$ cat src/rtl/stopwatch_ctrl.sv
// Stopwatch sequencer: debounces start/pause/clear (and lap when STOPWATCH_LAP_EN is defined), runs IDLE/RUN/PAUSED, strobes the counter.
// Latency: raw button edge -> press pulse 2+DB_CYCLES+1 cycles, press -> state/cnt_clr 1 cycle; first cnt_tick TICK_DIV cycles after entering RUN.
// Backpressure: none; cnt_tick/cnt_clr are fire-and-forget single-cycle strobes the counter must accept.
module stopwatch_ctrl #(
    parameter int TICK_DIV  = 50000000,
    parameter int DB_CYCLES = 1000000,
    parameter int CNT_W     = 4
) (
    input  logic             clk,
    input  logic             reset,
    input  logic             btn_start,
    input  logic             btn_pause,
    input  logic             btn_clear,
    input  logic             btn_lap,
    input  logic [CNT_W-1:0] cnt_val,
    output logic             cnt_tick,
    output logic             cnt_clr,
    output logic             running,
    output logic [1:0]       state,
    output logic [CNT_W-1:0] lap_val
);

    localparam int PW   = (TICK_DIV > 2) ? $clog2(TICK_DIV) : 1;
    localparam int DB_W = (DB_CYCLES > 1) ? $clog2(DB_CYCLES + 1) : 1;

    // Button indices into the conditioned press vector.
    localparam int B_START = 0;
    localparam int B_PAUSE = 1;
    localparam int B_CLEAR = 2;
`ifdef STOPWATCH_LAP_EN
    localparam int B_LAP   = 3;
    localparam int NB      = 4;
`else
    localparam int NB      = 3;
`endif

    typedef enum logic [1:0] {
        S_IDLE   = 2'b00,
        S_RUN    = 2'b01,
        S_PAUSED = 2'b10
    } state_t;

    state_t        st;
    logic [PW-1:0] presc;
    logic [NB-1:0] btn_raw;
    logic [NB-1:0] press;

`ifdef STOPWATCH_LAP_EN
    assign btn_raw = {btn_lap, btn_clear, btn_pause, btn_start};
`else
    assign btn_raw = {btn_clear, btn_pause, btn_start};
`endif

    for (genvar i = 0; i < NB; i++) begin : g_btn
        logic            sync1;
        logic            sync2;
        logic            lvl;
        logic            lvl_d;
        logic            prs;
        logic [DB_W-1:0] db_cnt;

        // Synchronise, debounce, and turn the debounced rising edge into a one-cycle press.
        always_ff @(posedge clk or posedge reset) begin
            if (reset) begin
                sync1  <= 1'b0;
                sync2  <= 1'b0;
                lvl    <= 1'b0;
                lvl_d  <= 1'b0;
                prs    <= 1'b0;
                db_cnt <= '0;
            end else begin
                sync1 <= btn_raw[i];
                sync2 <= sync1;
                if (sync2 == lvl) begin
                    db_cnt <= '0;
                end else if (db_cnt == DB_W'(DB_CYCLES - 1)) begin
                    // Level has disagreed for DB_CYCLES consecutive cycles: accept it.
                    lvl    <= sync2;
                    db_cnt <= '0;
                end else begin
                    db_cnt <= db_cnt + 1'b1;
                end
                lvl_d <= lvl;
                prs   <= lvl & ~lvl_d;
            end
        end

        assign press[i] = prs;
    end

    // Sequencer: state, running flag, prescaler and the two counter strobes share one register stage.
    always_ff @(posedge clk or posedge reset) begin
        if (reset) begin
            st       <= S_IDLE;
            running  <= 1'b0;
            cnt_tick <= 1'b0;
            cnt_clr  <= 1'b0;
            presc    <= '0;
        end else begin
            cnt_tick <= 1'b0;
            cnt_clr  <= 1'b0;
            if (press[B_CLEAR]) begin
                // Clear wins over everything; any tick due this cycle is dropped.
                st      <= S_IDLE;
                running <= 1'b0;
                cnt_clr <= 1'b1;
                presc   <= '0;
            end else begin
                case (st)
                    S_RUN: begin
                        if (presc == PW'(TICK_DIV - 1)) begin
                            presc    <= '0;
                            cnt_tick <= 1'b1;
                        end else begin
                            presc <= presc + 1'b1;
                        end
                        if (press[B_PAUSE]) begin
                            st      <= S_PAUSED;
                            running <= 1'b0;
                        end
                    end
                    S_PAUSED: begin
                        // Prescaler holds so a resume finishes the interrupted interval.
                        if (press[B_START]) begin
                            st      <= S_RUN;
                            running <= 1'b1;
                        end
                    end
                    default: begin
                        // IDLE and the unused encoding behave identically.
                        presc <= '0;
                        if (press[B_START]) begin
                            st      <= S_RUN;
                            running <= 1'b1;
                        end else begin
                            st      <= S_IDLE;
                            running <= 1'b0;
                        end
                    end
                endcase
            end
        end
    end

    assign state = st;

`ifdef STOPWATCH_LAP_EN
    logic             lap_hold;
    logic [CNT_W-1:0] lap_q;
    logic             lap_ok;

    assign lap_ok = press[B_LAP] && (st == S_RUN || st == S_PAUSED);

    // Lap display: tracks the counter, freezes on the first lap press, resumes on the second.
    always_ff @(posedge clk or posedge reset) begin
        if (reset) begin
            lap_hold <= 1'b0;
            lap_q    <= '0;
        end else if (press[B_CLEAR]) begin
            lap_hold <= 1'b0;
            lap_q    <= '0;
        end else begin
            if (lap_ok) begin
                lap_hold <= ~lap_hold;
            end
            if (!lap_hold || lap_ok) begin
                lap_q <= cnt_val;
            end
        end
    end

    assign lap_val = lap_q;
`else
    logic unused_lap;
    assign unused_lap = btn_lap;
    assign lap_val    = cnt_val;
`endif

endmodule

$ cat config.mk
export PLATFORM = sky130hd
export DESIGN_NAME = stopwatch_ctrl
export DESIGN_NICKNAME = d
export VERILOG_FILES = /design/src/rtl/stopwatch_ctrl.sv
export SDC_FILE = /design/constraint.sdc
export NUM_CORES = 1
export LEC_CHECK = 0
export CORE_UTILIZATION = 63
export CTS_BUF_LIST = sky130_fd_sc_hd__clkbuf_4
export DETAILED_ROUTE_END_ITERATION = 12
export GPL_ROUTABILITY_DRIVEN = 0
export PLACE_DENSITY = 0.84
export SLEW_MARGIN = 20
export SYNTH_ARGS = -nofsm -noshare
export SYNTH_HDL_FRONTEND = slang
export SYNTH_SLANG_ARGS = --single-unit
$ cat constraint.sdc
create_clock -name clk -period 4 [get_ports clk]
set_clock_uncertainty 0.05 [all_clocks]
set_input_delay 0.6 -clock clk [delete_from_list [all_inputs] [get_ports clk]]
set_output_delay 0.6 -clock clk [all_outputs]
set_load 0.02 [all_outputs]
==> results by group <==
CTS
  • Inserted Clock Buffers: 9
  • # hold bufs at CTS: 0
  • Clock Path Buffers: 2
  • Clk_lat worst skew: 460 ps
  • CTS Root Cell: clkbuf_4
  • CTS Sinks: 105
  • Setup bufs post-CTS: 0
  • Clock transition at path regs: 180 ps
  • TritonCTS clock tree: yes
  • H-tree levels: 3
  • PostCTS Resize Cnt: 0

Power and ir drop
  • Max VDD drop: 0.242 mV
  • Leakage: 2.22 nW
  • PwrDens: 313 nW/um2

Global route
  • Pin count of the biggest net entering global routing: 60
  • Vias in the first global route: 3446
  • GR Util All Layers: 22.8%
  • Initial antenna violation count: 0
  • GRT overflow: 0
  • First-pass GRT wire length: 15100 um

STA
  • Ratio of final minimum period to clock period: 60.3%
  • Final hold violation count: 0
  • Setup Total Neg Slack: 0 ps
  • Final Max Slew Viols: 0
  • Slew @ Worst Pin: 852 ps
  • Final hold slack: 322 ps
  • Relative slew margins: 43.1%
  • Setup violations, final: 0
  • RSZ-0062 raised after global routing: false
  • Post-route minimum period: 2410 ps
  • F_max: 415 MHz

Floorplanning
  • IO Count: 19
  • Core ar.: 7690 um2
  • Die Wd: 91.0 um
  • FP Rows: 32
  • Initial core utilization: 65.0%
  • Chip height: 91.0 um
  • Die area: 8290 um2

Job
  • Max-cap violation count: 0

Final layout
  • Nets@finish: 513
  • Footprint of the multi-input gates: 2210 um2
  • FILL cells: 590
  • ANT cells: 0
  • Area Growth Syn to Fin: 5.51%
  • Layout cells sized above 1: 6.97%
  • Sequential Area: 2630 um2

Routing
  • 1st-pass router iterations: 6
  • Via count: 3460
  • Drt wl/cell: 14.0 um
  • Final WL: 8480 um
  • Initial DRC Count: 287
  • Antenna Nets Post-Route: 0
  • Routed vias/inst: 5.73
  • DRC: 0

Synth
  • Cell area after synthesis: 4990 um2
  • Post-synthesis async set-or-reset flop share: 100%
  • Post-Syn Instances: 494
  • Dominant synthesized flop cell: dfrtp_1
  • Post-synth EDFFs: 0
  • Post-Syn Nets: 510
  • Post-synthesis sequential area ratio: 52.6%
  • Synth unique cells: 44
  • Syn Area/Cell: 10.1 um2
  • #FFs+latches synth: 105
  • Yosys warning count: 0

Hold path
  • Min-delay src: g_btn[1].sync1
  • Min-Delay Path Class: flip-flop to flip-flop

Critical path
  • Startpoint class of the critical path: flip-flop
  • Crit. End Element: flip-flop
  • WP data required: 4340 ps
  • Max FO, Critical Path: 9
  • Crit path cell chain: inv_1 > ha_1 > nor2b_1 > nor4_4 > nand4_1 > or3_1 > a21oi_1
  • Worst setup path category: flip-flop to flip-flop
  • Crit path from: state[0]
  • Slowest cell on crit path: nor4_4
  • Max incr delay on CP: 570 ps
  • Worst path arrival time: 2760 ps
  • Worst flop-to-flop path startpoint: state[0]

Status
  • Status: finished clean

Placement
  • I/O Buffers: 9
  • Dpl hpwl: 5810 um
==> worst paths after layout <==
kind | slack [ps] | to | cells after the start
max | 1590 | presc[25] | 7
min | 320 | g_btn[1].sync2 | 0
max reg2reg | 1590 | presc[25] | 7
min reg2reg | 320 | g_btn[1].sync2 | 0
max in group asynchronous | 2650 | cnt_clr | 3
min in group asynchronous | 530 | g_btn[0].db_cnt[1] | 2
==> layer usage <==
metal	vias to the layer above	wire length (um)	global-route usage [%]
li1	1693	-	-
met1	1682	3930	29.5
met2	74	4060	37.7
met3	11	390	5.78
met4	0	95	7.67
met5	-	0	0
==> state kept, by name (all words and copies together), names as in the netlist <==
register and flops:
g_btn.sync2 3, cnt_tick 1, g_btn.lvl_d 3, cnt_clr 1, g_btn.lvl 3, g_btn.prs 3, state 2, presc 26
g_btn.db_cnt 60, g_btn.sync1 3
==> where the power goes <==
part	switching, mW	internal (mW)	leakage, nW	total, mW
Clock	0.373	0.145	0.0693	0.518
Sequential	0.00844	1.07	1.45	1.08
Combinational	0.0362	0.0148	0.707	0.0511
Total	0.418	1.23	2.22	1.65
==> cells in the final DEF, fill, tap and decap left out, types with 2 or more instances in the layout <==
master,instances
nand2_1,32
or2_2,4
nand3b_1,2
dfrtp_1,105
nand4_1,16
clkdlybuf4s50_1,9
nor3b_1,2
and2_1,2
or3_1,2
mux2_2,5
a31oi_1,9
xnor2_1,30
a21oi_1,9
clkinvlp_4,2
mux2i_1,3
nor3_1,7
inv_1,11
clkbuf_4,9
a21o_1,2
ha_1,6
nor2_1,90
a41oi_1,3
nor4_4,2
a22o_1,4
nor4b_1,2
nand3_1,40
nor2b_1,5
nand2b_1,5
and3_1,14
inv_8,2
and4_1,7
xor2_1,36
nor4_1,6
o21ai_0,3
o21ai_1,2
==> critical path, delay by kind of cell (launching register included) <==
| kind | cells | cell delay, ps |
|---|---|---|
| simple gates | 4 | 1400 |
| flops | 1 | 430 |
| fa+ha+maj | 1 | 240 |
| compound gates | 1 | 140 |
| buf+inv | 1 | 90 |
==> final cells by class <==
class                      instances  share of cell area [%]
timing repair buffer              11                    2.23
clock inverter                     7                    1.35
clock buffer                       9                    1.28
multi-input combinational        358                    41.9
tap                              102                    2.42
inverter                          12                   0.902
sequential                       105                    49.9
==> per-stage QoR <==
stage	utilization [%]	area, um2	std cells	worst slack [ps]	power (mW)
after floorplan	-	4990	494	589	1.14
after global placement	66.7	5130	588	1670	1.15
after detailed placement	66.7	5130	588	1600	1.15
after CTS	68.5	5270	604	1560	1.67
after global routing	68.5	5270	604	1390	1.72
final	68.5	5270	604	1590	1.65
==> Yosys cell counts, types with 6 or more instances <==
cell / instances / share of area (%)
dfrtp_1: 105 / 53
nor2_1: 90 / 6.8
nand3_1: 40 / 4.0
xor2_1: 36 / 6.3
nand2_1: 32 / 2.4
xnor2_1: 30 / 5.3
nand4_1: 16 / 2.0
and3_1: 14 / 1.8
inv_1: 12 / 0.90
a21oi_1: 9 / 0.90
a31oi_1: 9 / 1.1
and4_1: 7 / 1.2
nor3_1: 7 / 0.70
ha_1: 6 / 1.5
nor4_1: 6 / 0.75
==> cells by family (layout without fill, tap and decap cells) <==
logic type | count (synthesis) | after routing | share of synthesized area, %
flops | 105 | 105 | 52.6
fa+ha+maj | 6 | 6 | 1.50
xor+xnor | 66 | 66 | 11.6
mux | 8 | 8 | 1.73
simple gates | 244 | 244 | 25.0
compound gates | 34 | 34 | 4.48
buf+inv | 31 | 39 | 3.13
No activity file was read; power rests on OpenSTA's default activity.
